### src/rtl/mult_unit_pkg.sv
// mult_unit_pkg: shared constants and FSM encoding for the iterative multiplier.
package mult_unit_pkg;
    localparam int MULT_W = 32;
    typedef enum logic [1:0] {IDLE = 2'd0, CALC = 2'd1, FIX = 2'd2} state_t;
endpackage

### src/rtl/mult_abs.sv
// mult_abs: conditional two's-complement negate of a W-bit value.
module mult_abs
    import mult_unit_pkg::*;
#(
    parameter int W = MULT_W
) (
    input  logic [W-1:0] x,
    input  logic         neg,
    output logic [W-1:0] y
);
    assign y = neg ? -x : x;
endmodule

### src/rtl/mult_unit.sv
// mult_unit: radix-2 shift-add 32x32 multiplier writing HI/LO, stalling the pipeline while busy.
module mult_unit
    import mult_unit_pkg::*;
#(
    parameter int WIDTH = MULT_W
) (
    input  logic             clk,
    input  logic             rst_n,
    input  logic             start,
    input  logic             is_signed,
    input  logic [WIDTH-1:0] a,
    input  logic [WIDTH-1:0] b,
    output logic             busy,
    output logic             stall,
    output logic             done,
    output logic [WIDTH-1:0] hi,
    output logic [WIDTH-1:0] lo
);
    localparam int CW = $clog2(WIDTH);

    state_t state, next;
    logic [CW-1:0] cnt;
    logic [WIDTH-1:0] mcand, upper, lower, a_abs, b_abs;
    logic [WIDTH:0] sum;
    logic [2*WIDTH-1:0] res;
    logic neg, last, load;

    mult_abs #(.W(WIDTH)) u_abs_a (.x(a), .neg(is_signed & a[WIDTH-1]), .y(a_abs));
    mult_abs #(.W(WIDTH)) u_abs_b (.x(b), .neg(is_signed & b[WIDTH-1]), .y(b_abs));
    mult_abs #(.W(2*WIDTH)) u_neg_p (.x({upper, lower}), .neg(neg), .y(res));

    always_ff @(posedge clk or negedge rst_n) begin
        if (!rst_n) begin
            state <= IDLE;
            busy  <= 1'b0;
            done  <= 1'b0;
        end else begin
            state <= next;
            busy  <= next != IDLE;
            done  <= state == FIX;
        end
    end

    always_comb begin
        next = state == IDLE ? (start ? CALC : IDLE) :
               state == CALC ? (last ? FIX : CALC) : IDLE;
    end

    always_comb begin
        stall = start | busy;
        load  = state == IDLE && start;
        last  = cnt == CW'(WIDTH - 1);
        sum   = lower[0] ? {1'b0, upper} + {1'b0, mcand} : {1'b0, upper};
    end

    // The multiplier shifts out of the low half as product bits shift in from the carry.
    always_ff @(posedge clk or negedge rst_n) begin
        if (!rst_n) begin
            mcand <= '0;
            upper <= '0;
            lower <= '0;
            neg   <= 1'b0;
            cnt   <= '0;
            hi    <= '0;
            lo    <= '0;
        end else if (load) begin
            mcand <= a_abs;
            upper <= '0;
            lower <= b_abs;
            neg   <= is_signed & (a[WIDTH-1] ^ b[WIDTH-1]);
            cnt   <= '0;
        end else if (state == CALC) begin
            {upper, lower} <= {sum, lower[WIDTH-1:1]};
            cnt <= cnt + CW'(1);
        end else if (state == FIX) begin
            {hi, lo} <= res;
        end
    end
endmodule

### config.mk
export PLATFORM = sky130hd
export DESIGN_NAME = mult_unit
export DESIGN_NICKNAME = d
export VERILOG_FILES = /design/src/rtl/mult_unit_pkg.sv /design/src/rtl/mult_abs.sv /design/src/rtl/mult_unit.sv
export SDC_FILE = /design/constraint.sdc
export NUM_CORES = 1
export LEC_CHECK = 0
export ABC_AREA = 1
export CAP_MARGIN = 20
export CORE_UTILIZATION = 40
export CTS_BUF_LIST = sky130_fd_sc_hd__clkbuf_16
export DETAILED_ROUTE_END_ITERATION = 7
export GPL_TIMING_DRIVEN = 0
export SYNTH_ARGS = -nofsm -noshare
export SYNTH_HDL_FRONTEND = slang
export SYNTH_SLANG_ARGS = --single-unit
### constraint.sdc
create_clock -name clk -period 2.1 [get_ports clk]
set_input_delay 0.315 -clock clk [delete_from_list [all_inputs] [get_ports clk]]
set_output_delay 0.315 -clock clk [all_outputs]
set_load 0.1 [all_outputs]
======== After elaboration in Yosys (flattened, before gate mapping) ========
Cells that the tools add are included.
word-level totals
  bits in registers ....................... 170
  output and inout port bits .............. 67
  logic and storage cells ................. 44
cells by class
  add/subtract/negate cells ............... 5
  eq/ne operators ......................... 3
  multiplexer cells ....................... 14
  bitwise gates (word level) .............. 7
  reduce and logical (&&, ||, !) cells .... 5
operators with widths
  operator                                        count
  two-way mux 32 bit                              6
  two-way mux 64 bit                              1
  negation 32 bit                                 2
  negation 64 bit                                 1
  adder 32 x 32 -> 33 bit                         1
  two-way mux 33 bit                              1
  two-way mux 5 bit                               2
  two-way mux 2 bit                               3
  adder 5 x 1 -> 5 bit (second input constant)    1
  == test 5 bit (second input constant)           1
  nonzero test 2 bit                              2
  AND 1 bit                                       3
  AND reduction 3 bit                             1
  == test 2 x 1 -> 1 bit (second input constant)  1
  == test 2 bit (second input constant)           1
  logical NOT 2 bit                               1
  inverter 1 bit                                  2
  logical AND 1 bit                               1
  two-way mux 1 bit                               1
  OR 1 bit                                        1
  bitwise XOR 1 bit                               1

======== Longest topological paths before layout ========
Gate-level depths: netlist (run 1).
  depth in word-level cells ............... 5
  mapped depth ............................ 16

======== Cells and area by module ========
A second synthesis (run 1) with hierarchy kept.
unflattened totals
  cell total of the unflattened synthesis .. 2241
  area total of the unflattened synthesis .. 13903.3 um2
by module, submodules not included
  module                   instances  cells an instance  area each (um2)  seq. area each (um2)
  mult_unit                1          1293               9387.8           4254.1
  mult_abs at u_neg_p      1          498                2411.1           0.0
  mult_abs at u_abs_a ...  2          225                1052.3           0.0

======== Least setup slack after synthesis (run 1) ========
Ideal clock, no wire load.
  path kind ............................... register to register
  from .................................... register lower[0]
  to ...................................... register hi[12]
  library setup time ...................... 120 ps
  data arrival time ....................... 2068 ps
  path slack .............................. -88 ps
  cell stages (with the launch flop) ...... 17
  path buffers ............................ 3
  cell sequence ........................... dfrtp_1 > buf_6 > inv_2 > buf_2 > buf_1 > ha_1 > nand3_2 > nor2_4 > nand2_4 > nor2_4 > nand2_2 > nand2_4 > nand3b_1 > clkinv_1 > nand2_1 > nand3_1 > nand2_1
between the ends
  cells in the longest elaborated chain, start to end .. 2
ends and longest elaborated chain
  item                    RTL line         text
  from (decl)             mult_unit.sv:23  logic [WIDTH-1:0] mcand, upper, lower, a_abs, b_abs;
  from (signal assigned)  mult_unit.sv:69  lower <= b_abs;
  from (signal assigned)  mult_unit.sv:73  {upper, lower} <= {sum, lower[WIDTH-1:1]};
  negation 64 bit         mult_abs.sv:11   assign y = neg ? -x : x;
  two-way mux 64 bit      mult_abs.sv:11
  to (signal assigned)    mult_unit.sv:76  {hi, lo} <= res;
  to (decl)               mult_unit.sv:16  output logic [WIDTH-1:0] hi,
Every way passes these cells.
A chain may end at the register's enable or synchronous reset.

======== Final worst setup path (run 1) ========
  from .................................... register busy
  to ...................................... output port stall
between the ends
  cells in the longest elaborated chain, start to end .. 1
ends and longest elaborated chain
  item                    RTL line         text
  from (decl)             mult_unit.sv:13  output logic busy,
  from (signal assigned)  mult_unit.sv:35  busy <= 1'b0;
  from (signal assigned)  mult_unit.sv:39  busy <= next != IDLE;
  OR 1 bit                mult_unit.sv:50  stall = start | busy;
  to (decl)               mult_unit.sv:14  output logic stall,
Every way passes these cells.

==> qor.yml, run 1 <==
status: "finished, final reports clean"
final_util: 0.504
area_growth_pct: 23.6
combPwrFrac: 0.677
synth_area_um2: 13300
worst-path-buf-inv: 1
drt_iter0_drc: 1000
insertedDiodeCount: 0
skew_ns: 0.0110
worstSetupPathType: "flip-flop to output pin"
fin_hold_ws_ns: 0.355
finalSetupTns_ns: 0
cpMaxStageDelayCell: "dlygate4sd2_1"
crit_path_start: "busy"
synth_edf_count: 0
critPathTopFamily: "buffers and inverters"
p_clk_frac: 0.100
critPathMaxStageDelay_ns: 0.84
slew_violations: 0
dieArea_um2: 34000
nets: 2406
initial_utilization: 0.408
antenna_found_initial: 0
fillers: 3416
wl_per_cell_um: 17.1
hold_viol_final: 0
worstPathCellList: "or2_2, dlygate4sd2_1"
synth.yosys.warnings: 0
grt_max_degree: 117
swShare: 0.587
p_leak_nw: 8.07
drc: 0
drive_above_1_share: 0.0986
clock.fmax_mhz: 486
die_y_um: 184
yosysMostFrequentCell: "nand2_1"
yosys-top-cells-count: "nand2_1, inv_1, nor2_1"
required_ns: 1.78
clk_pin_slew_ns: 0.07
drt-total-wl_mm: 47.1
cp.arrival_ns: 1.74
ys_ff_latch: 170
clock_sinks: 170
rsz0062_at_grt: "yes"
grt_pass1_vias: 13300
slew_headroom: 0.353
die_x_um: 184
hpwl_mm: 38.0
ant_nets: 0
place_congestion: 0.941
grt_use_total: 0.288
vdd_drop_max_mv: 0.859
ys.flop_type: "dfrtp_1"
p_per_area_nw_per_um2: 1880
setup_viol: 0
reg2reg_from: "upper[1]"
ioPinCount: 135
synth-seq-area-share: 0.320
worst_pin_slew_ns: 0.975
syn_inst: 2129
core_area_um2: 32600
cts_buffers: 17
gr-total-overflow: 0
vias_per_cell: 5.16
path_max_fanout: 2
period_share: 0.980
port-buffer-count: 134
cts_buffer_depth: 2
cp-start-kind: "flip-flop"
syn-mean-instance-area_um2: 6.24
internal_power_w: 0.0128
p_switching_w: 0.0181
hp-class: "primary input to async pin"
fin_crit_ns: 2.06
synth_top_cell_area_share: 0.320
cts_root_buf: "clkbuf_16"
async_reset_ff_frac: 1.00
vias: 14200
seq_power_share: 0.223
drt_first_pass_iters: 5
grt_pass1_wl_mm: 74.0
synth_cell_type_count: 45
yosys-top-cells-area: "dfrtp_1, nand2_1, inv_1"
cap_violations: 0
crit_path_end_kind: "output pin"
clock_latency_ns: 0.46
cts_tree: "done"
h-tree-depth: 4
syn_nets: 2235
synth_top_area_cell: "dfrtp_1"
num_rows: 66
==> timing repair <==
| item | CTS | global route |
|---|---|---|
| setup buffers | 5 | 12 |
| hold endpoints to repair | 54 | 0 |
| setup endpoints to repair | 119 | 49 |
| resized for setup | 96 | 108 |
| hold buffers | 1 | 0 |
| pin swaps | 2 | 15 |
==> kinds of logic (layout without fill, tap and decap cells) <==
kind of cell	Yosys count	after routing	synth area share
AO/OA/AOI/OAI	276	276	0.112
XOR/XNOR	62	62	0.0408
adder cells (fa/ha/maj)	38	38	0.0363
buffers and inverters	329	513	0.0952
flip-flops	170	170	0.320
AND/OR/NAND/NOR	1254	1254	0.396
==> worst paths after layout <==
| check | endpoint | slack, ns | cells after the start |
|---|---|---|---|
| setup reg to reg | upper[20] | 0.10 | 13 |
| hold reg to reg | lo[28] | 0.47 | 2 |
| setup / recovery | stall | 0.04 | 2 |
| hold / removal | cnt[3] | 0.35 | 2 |
| max in group asynchronous | lo[24] | 0.73 | 3 |
| min in group clk | lo[28] | 0.47 | 2 |
==> registers in the layout (all words and copies together), names as in the netlist <==
name	cells
done	1
hi	32
busy	1
neg	1
lower	32
lo	32
state	2
upper	32
cnt	5
mcand	32
==> power by group through the flow <==
stage / combinational (W) / sequential (W) / clock [W]
global placement: 0.0193 / 0.00668 / 0
floorplan: 0.0105 / 0.0100 / 0
CTS: 0.0195 / 0.00661 / 0.00314
detailed placement: 0.0195 / 0.00670 / 0
finish: 0.0209 / 0.00690 / 0.00308
global route: 0.0230 / 0.00707 / 0.00326
==> cell usage in the layout (no fill, tap or decap), types with 7 or more instances in the layout <==
master and count:
o21ai_0 143, nand3_1 155, nand2_4 8, inv_1 253, a21oi_1 60, nor3_1 11, dlygate4sd2_1 67, xor2_1 54
clkdlybuf4s50_1 66, dfrtp_2 16, nor2_4 8, xnor2_1 7, nor2_2 24, clkbuf_16 17, o21ai_1 26, o31ai_1 7
nor2_1 218, buf_4 17, ha_4 24, buf_2 14, nand4_1 35, clkbuf_1 40, a31oi_1 8, nand3_2 23
dfrtp_1 154, inv_2 13, nand2_1 736, a21oi_2 7, ha_1 9, nand2_2 22
==> stage by stage <==
stage          std cells  power [W]  setup WS (ns)  cell area, um2
2_1_floorplan       2129     0.0206         0.0344           13300
4_1_cts             2744     0.0293        0.00755           15800
5_1_grt             2755     0.0333        -0.0713           16400
3_5_place_dp        2706     0.0262         -0.682           15200
3_3_place_gp        2705     0.0260          -6.46           15200
6_report            2755     0.0309         0.0412           16400
==> metal layers <==
layer	global-route usage	share of wire	up-vias
li1	-	-	7134
met5	0	0	-
met1	0.427	0.50	6544
met3	0.0290	0.057	62
met2	0.430	0.42	476
met4	0.0997	0.029	0
==> area by class of cell <==
type	instances	area (um2)	share of cell area
inverter	270	1020	0.0622
clock buffer	17	425	0.0259
buffer	58	259	0.0158
timing repair buffer	153	1430	0.0871
sequential	170	4270	0.260
multi-input combinational	1630	8340	0.507
tap	442	553	0.0337
clock inverter	15	129	0.00784
(Power assumes the default switching activity.)
==> inputs of run 2 (changes only) <==
==> constraint.sdc (replaced) <==
create_clock -name clk -period 2.6 [get_ports clk]
set_input_delay 0.39 -clock clk [delete_from_list [all_inputs] [get_ports clk]]
set_output_delay 0.39 -clock clk [all_outputs]
set_load 0.1 [all_outputs]
==> qor.yml, run 2 (synthesis gave the netlist of run 1 again) <==
insertedDiodeCount: 0
hold_viol_final: 0
cts_tree: "done"
place_congestion: 0.950
clock.fmax_mhz: 404
core_area_um2: 32600
port-buffer-count: 134
cpMaxStageDelayCell: "clkdlybuf4s50_1"
p_per_area_nw_per_um2: 1520
p_leak_nw: 7.89
rsz0062_at_grt: "no"
slew_headroom: 0.337
required_ns: 2.21
place_area_um2: 15200
grt_pass1_wl_mm: 73.0
post-route-cell-area_um2: 15900
grtUsageMet3: 0.0257
grt_max_degree: 117
status: "finished, final reports clean"
skew_ns: 0.0188
drt_first_pass_iters: 8
antenna_found_initial: 0
hp-class: "primary input to async pin"
layout_setup_ws_ns: 0.124
num_rows: 66
drive_above_1_share: 0.0509
vias: 14000
ant_nets: 0
nets: 2391
final_common_cell: "nand2_1"
cp-start-kind: "flip-flop"
period_share: 0.952
reg2reg_from: "lower[0]"
top_usage_layer: "met1"
use_met2: 0.424
wl_per_cell_um: 17.1
die_x_um: 184
cap_violations: 0
r2r_slack_ns: 0.19
cts_root_buf: "clkbuf_16"
power_w: 0.0241
setup_viol: 0
clock_sinks: 170
clk_pin_slew_ns: 0.09
cts_buffers: 17
path_max_fanout: 2
crit_path_start: "busy"
cp.arrival_ns: 2.09
area_growth_pct: 19.4
dieArea_um2: 34000
ff2ff_path_depth: 12
initial_utilization: 0.408
cts_buffer_depth: 2
vdd_drop_max_mv: 0.793
grt_pass1_vias: 13000
met1_usage: 0.430
worstSetupPathType: "flip-flop to output pin"
h-tree-depth: 4
r2r-end: "lo[22]"
fin_crit_ns: 2.48
worstPathCellList: "or2_2, clkdlybuf4s50_1"
pre_cts_slack_ns: -0.511
drc: 0
critPathMaxStageDelay_ns: 0.97
grt_use_total: 0.284
gr-total-overflow: 0
die_y_um: 184
worst_pin_slew_ns: 0.991
drt_iter0_drc: 1124
drt-total-wl_mm: 46.7
mostFrequentLayoutCells: "nand2_1, inv_1, nor2_1"
ioPinCount: 135
clock_latency_ns: 0.46
vias_per_cell: 5.12
slew_violations: 0
hpwl_mm: 38.3
crit_path_end_kind: "output pin"
-- run 2: changes by cell type in the layout (fill, tap and decap cells not counted), moves of 14 or more --
cell             before  now
dlygate4sd2_1        67    0
nor2_1              218  233
nand3_1             155  170
clkdlybuf4s50_1      66  133
nor2_2               24   10
ha_4                 24    0
dfrtp_2              16    2
nand2_1             736  751
ha_1                  9   36
dfrtp_1             154  168
-- run 2: layout make-up --
class,instances,area [um2]
buffer,58,250
tap,442,553
clock inverter,15,184
inverter,270,1010
clock buffer,17,425
multi-input combinational,1630,7790
timing repair buffer,138,1400
fill,3459,16700
sequential,170,4260
-- run 2: through the flow --
stage	TNS [ns]	hold slack, ns	util	instances
after global routing	0	0.483	0.487	2740
after detailed placement	-8.56	0.342	0.467	2706
after floorplan	0	0.0944	-	2129
final	0	0.440	0.487	2740
after global placement	-1029.31	0.462	0.466	2705
after CTS	0	0.462	0.486	2738
-- run 2: power by group --
part | internal, W | switching, W | total, W
Clock | 0.00132 | 0.00134 | 0.00266
Combinational | 0.00454 | 0.0114 | 0.0160
Sequential | 0.00396 | 0.00149 | 0.00545
Total | 0.00982 | 0.0143 | 0.0241
-- run 2: critical path, delay by kind of cell (launching register included) --
kind	cells	cell delay (ns)
and+or+nand+nor	1	0.27
DFF	1	0.39
buffers and inverters	1	0.97
-- run 2: timing repair --
item | 4_1_cts | 5_1_grt
hold buffers | 1 | 0
setup buffers | 0 | 2
gates resized for setup | 1 | 6
endpoints found under the setup margin | 29 | 10
endpoints found under the hold margin | 54 | 0
gates cloned | 0 | 0
-- run 2: worst max path at each step --
stage | endpoint | slack (ns)
2_1_floorplan | hi[12] | 0.41
3_3_place_gp | hi[29] | -6.03
3_5_place_dp | hi[30] | -0.51
4_1_cts | upper[31] | 0.05
5_1_grt | upper[31] | 0.005
6_report | stall | 0.12
-- run 2: layer usage --
layer	routed length, um	part of all wire
met1	23400	0.50
met2	19600	0.42
met3	2850	0.061
met4	873	0.019
met5	0	0
==> inputs of run 3 (changes only) <==
==> constraint.sdc (replaced) <==
create_clock -name clk -period 2.3 [get_ports clk]
set_input_delay 0.345 -clock clk [delete_from_list [all_inputs] [get_ports clk]]
set_output_delay 0.345 -clock clk [all_outputs]
set_load 0.1 [all_outputs]
==> qor.yml, run 3 (synthesis gave the netlist of run 1 again) <==
worstPathCellList: "clkdlybuf4s50_1"
die_y_um: 184
hp-class: "primary input to async pin"
hpwl_mm: 38.3
p_per_area_nw_per_um2: 1700
cts_tree: "done"
p_clk_frac: 0.110
clock.fmax_mhz: 441
path_max_fanout: 2
drt_first_pass_iters: 5
swShare: 0.592
antenna_found_initial: 0
vias_per_cell: 5.14
slew_violations: 0
finalSetupTns_ns: 0
final_common_cell: "nand2_1"
internal_power_w: 0.0112
place_congestion: 0.950
wl_per_cell_um: 17.2
die_x_um: 184
drt_iter0_drc: 1108
worstSetupPathType: "flip-flop to output pin"
cts_root_buf: "clkbuf_16"
final_util: 0.494
area_growth_pct: 21.2
critPathMaxStageDelay_ns: 1.13
insertedDiodeCount: 0
critPathTopFamily: "buffers and inverters"
pre_cts_slack_ns: -0.811
drc: 0
port-buffer-count: 134
rsz0062_at_grt: "yes"
cts_buffer_depth: 2
nets: 2393
vdd_drop_max_mv: 0.925
h-tree-depth: 4
stdcell_count: 2742
initial_utilization: 0.408
worst_pin_slew_ns: 0.976
layout_setup_ws_ns: 0.0336
ioPinCount: 135
fillers: 3443
status: "finished, final reports clean"
cp-start-kind: "flip-flop"
crit_path_end_kind: "output pin"
grt_use_total: 0.284
post-route-cell-area_um2: 16100
num_rows: 66
cpMaxStageDelayCell: "clkdlybuf4s50_1"
cap_violations: 0
period_share: 0.985
p_switching_w: 0.0163
clk_pin_slew_ns: 0.09
grt_pass1_wl_mm: 73.1
p_leak_nw: 8.34
cp.arrival_ns: 1.92
fin_crit_ns: 2.27
hold_viol_final: 0
combPwrFrac: 0.665
skew_ns: 0.0189
clock_latency_ns: 0.46
seq_power_share: 0.225
slew_headroom: 0.347
worst-path-buf-inv: 1
ant_nets: 0
gr-total-overflow: 0
dp.cells: 2706
setup_viol: 0
drt-total-wl_mm: 47.0
place_area_um2: 15200
grt_max_degree: 117
clock_sinks: 170
vias: 14100
required_ns: 1.96
grt_pass1_vias: 13000
core_area_um2: 32600
dieArea_um2: 34000
cts_buffers: 17
drive_above_1_share: 0.0613
mostFrequentLayoutCells: "nand2_1, inv_1, nor2_1"
## run 3: cell count changes in the layout (fill, tap and decap cells not counted), moves of 2 or more
cell	previous run	this run
inv_1	255	253
clkdlybuf4s50_1	133	71
ha_2	1	3
nor2_1	233	231
nand2_2	10	14
ha_1	36	29
dfrtp_2	2	5
dlygate4sd2_1	0	17
nand2_1	751	746
dlymetal6s2s_1	0	45
ha_4	0	5
dfrtp_1	168	165
## run 3: power groups by stage
stage	Combinational, W	Clock, W	Sequential, W
floorplan	0.00961	0	0.00917
global placement	0.0176	0	0.00614
detailed placement	0.0178	0	0.00616
CTS	0.0179	0.00305	0.00609
global route	0.0201	0.00320	0.00633
finish	0.0182	0.00302	0.00618
## run 3: stage by stage
stage | total power (W) | hold WS (ns)
floorplan | 0.0188 | 0.0494
global placement | 0.0238 | 0.462
detailed placement | 0.0239 | 0.297
CTS | 0.0270 | 0.417
global route | 0.0297 | 0.438
finish | 0.0275 | 0.389
## run 3: layout make-up
cell class	instances	area [um2]	share of cell area
Tap cell	442	553	0.0343
Clock buffer	17	425	0.0264
Timing Repair Buffer	140	1510	0.0934
Clock inverter	15	184	0.0114
Buffer	58	263	0.0163
Multi-Input combinational cell	1630	7900	0.490
Inverter	270	1020	0.0634
Sequential cell	170	4260	0.264
## run 3: worst paths after layout
path	depth (start not counted)	start	slack (ns)	to
hold reg to reg	2	hi[26]	0.48	hi[26]
hold / removal	2	rst_n	0.39	cnt[1]
setup reg to reg	13	upper[9]	0.11	upper[25]
max in group asynchronous	3	rst_n	0.90	lo[6]
setup / recovery	1	lo[6]	0.03	lo[6]
min in group clk	2	hi[26]	0.48	hi[26]
## run 3: timing repair
item,4_1_cts,5_1_grt
hold endpoints to repair,54,0
buffers inserted,1,3
cloned,0,0
pin swaps,0,3
endpoints found under the setup margin,57,82
hold buffers,1,0
resized for setup,32,71
## run 3: routing by layer
metal / routed length [um] / global-route usage
met4: 823 / 0.0803
met5: 0 / 0
met1: 23400 / 0.427
met2: 19900 / 0.426
met3: 2960 / 0.0314
## run 3: worst register-to-register path, delay by kind of cell, from the launching register on
family | cells | cell delay [ns]
simple gates | 10 | 1.10
fa+ha+maj | 1 | 0.39
buf+inv | 2 | 0.13
flops | 1 | 0.48
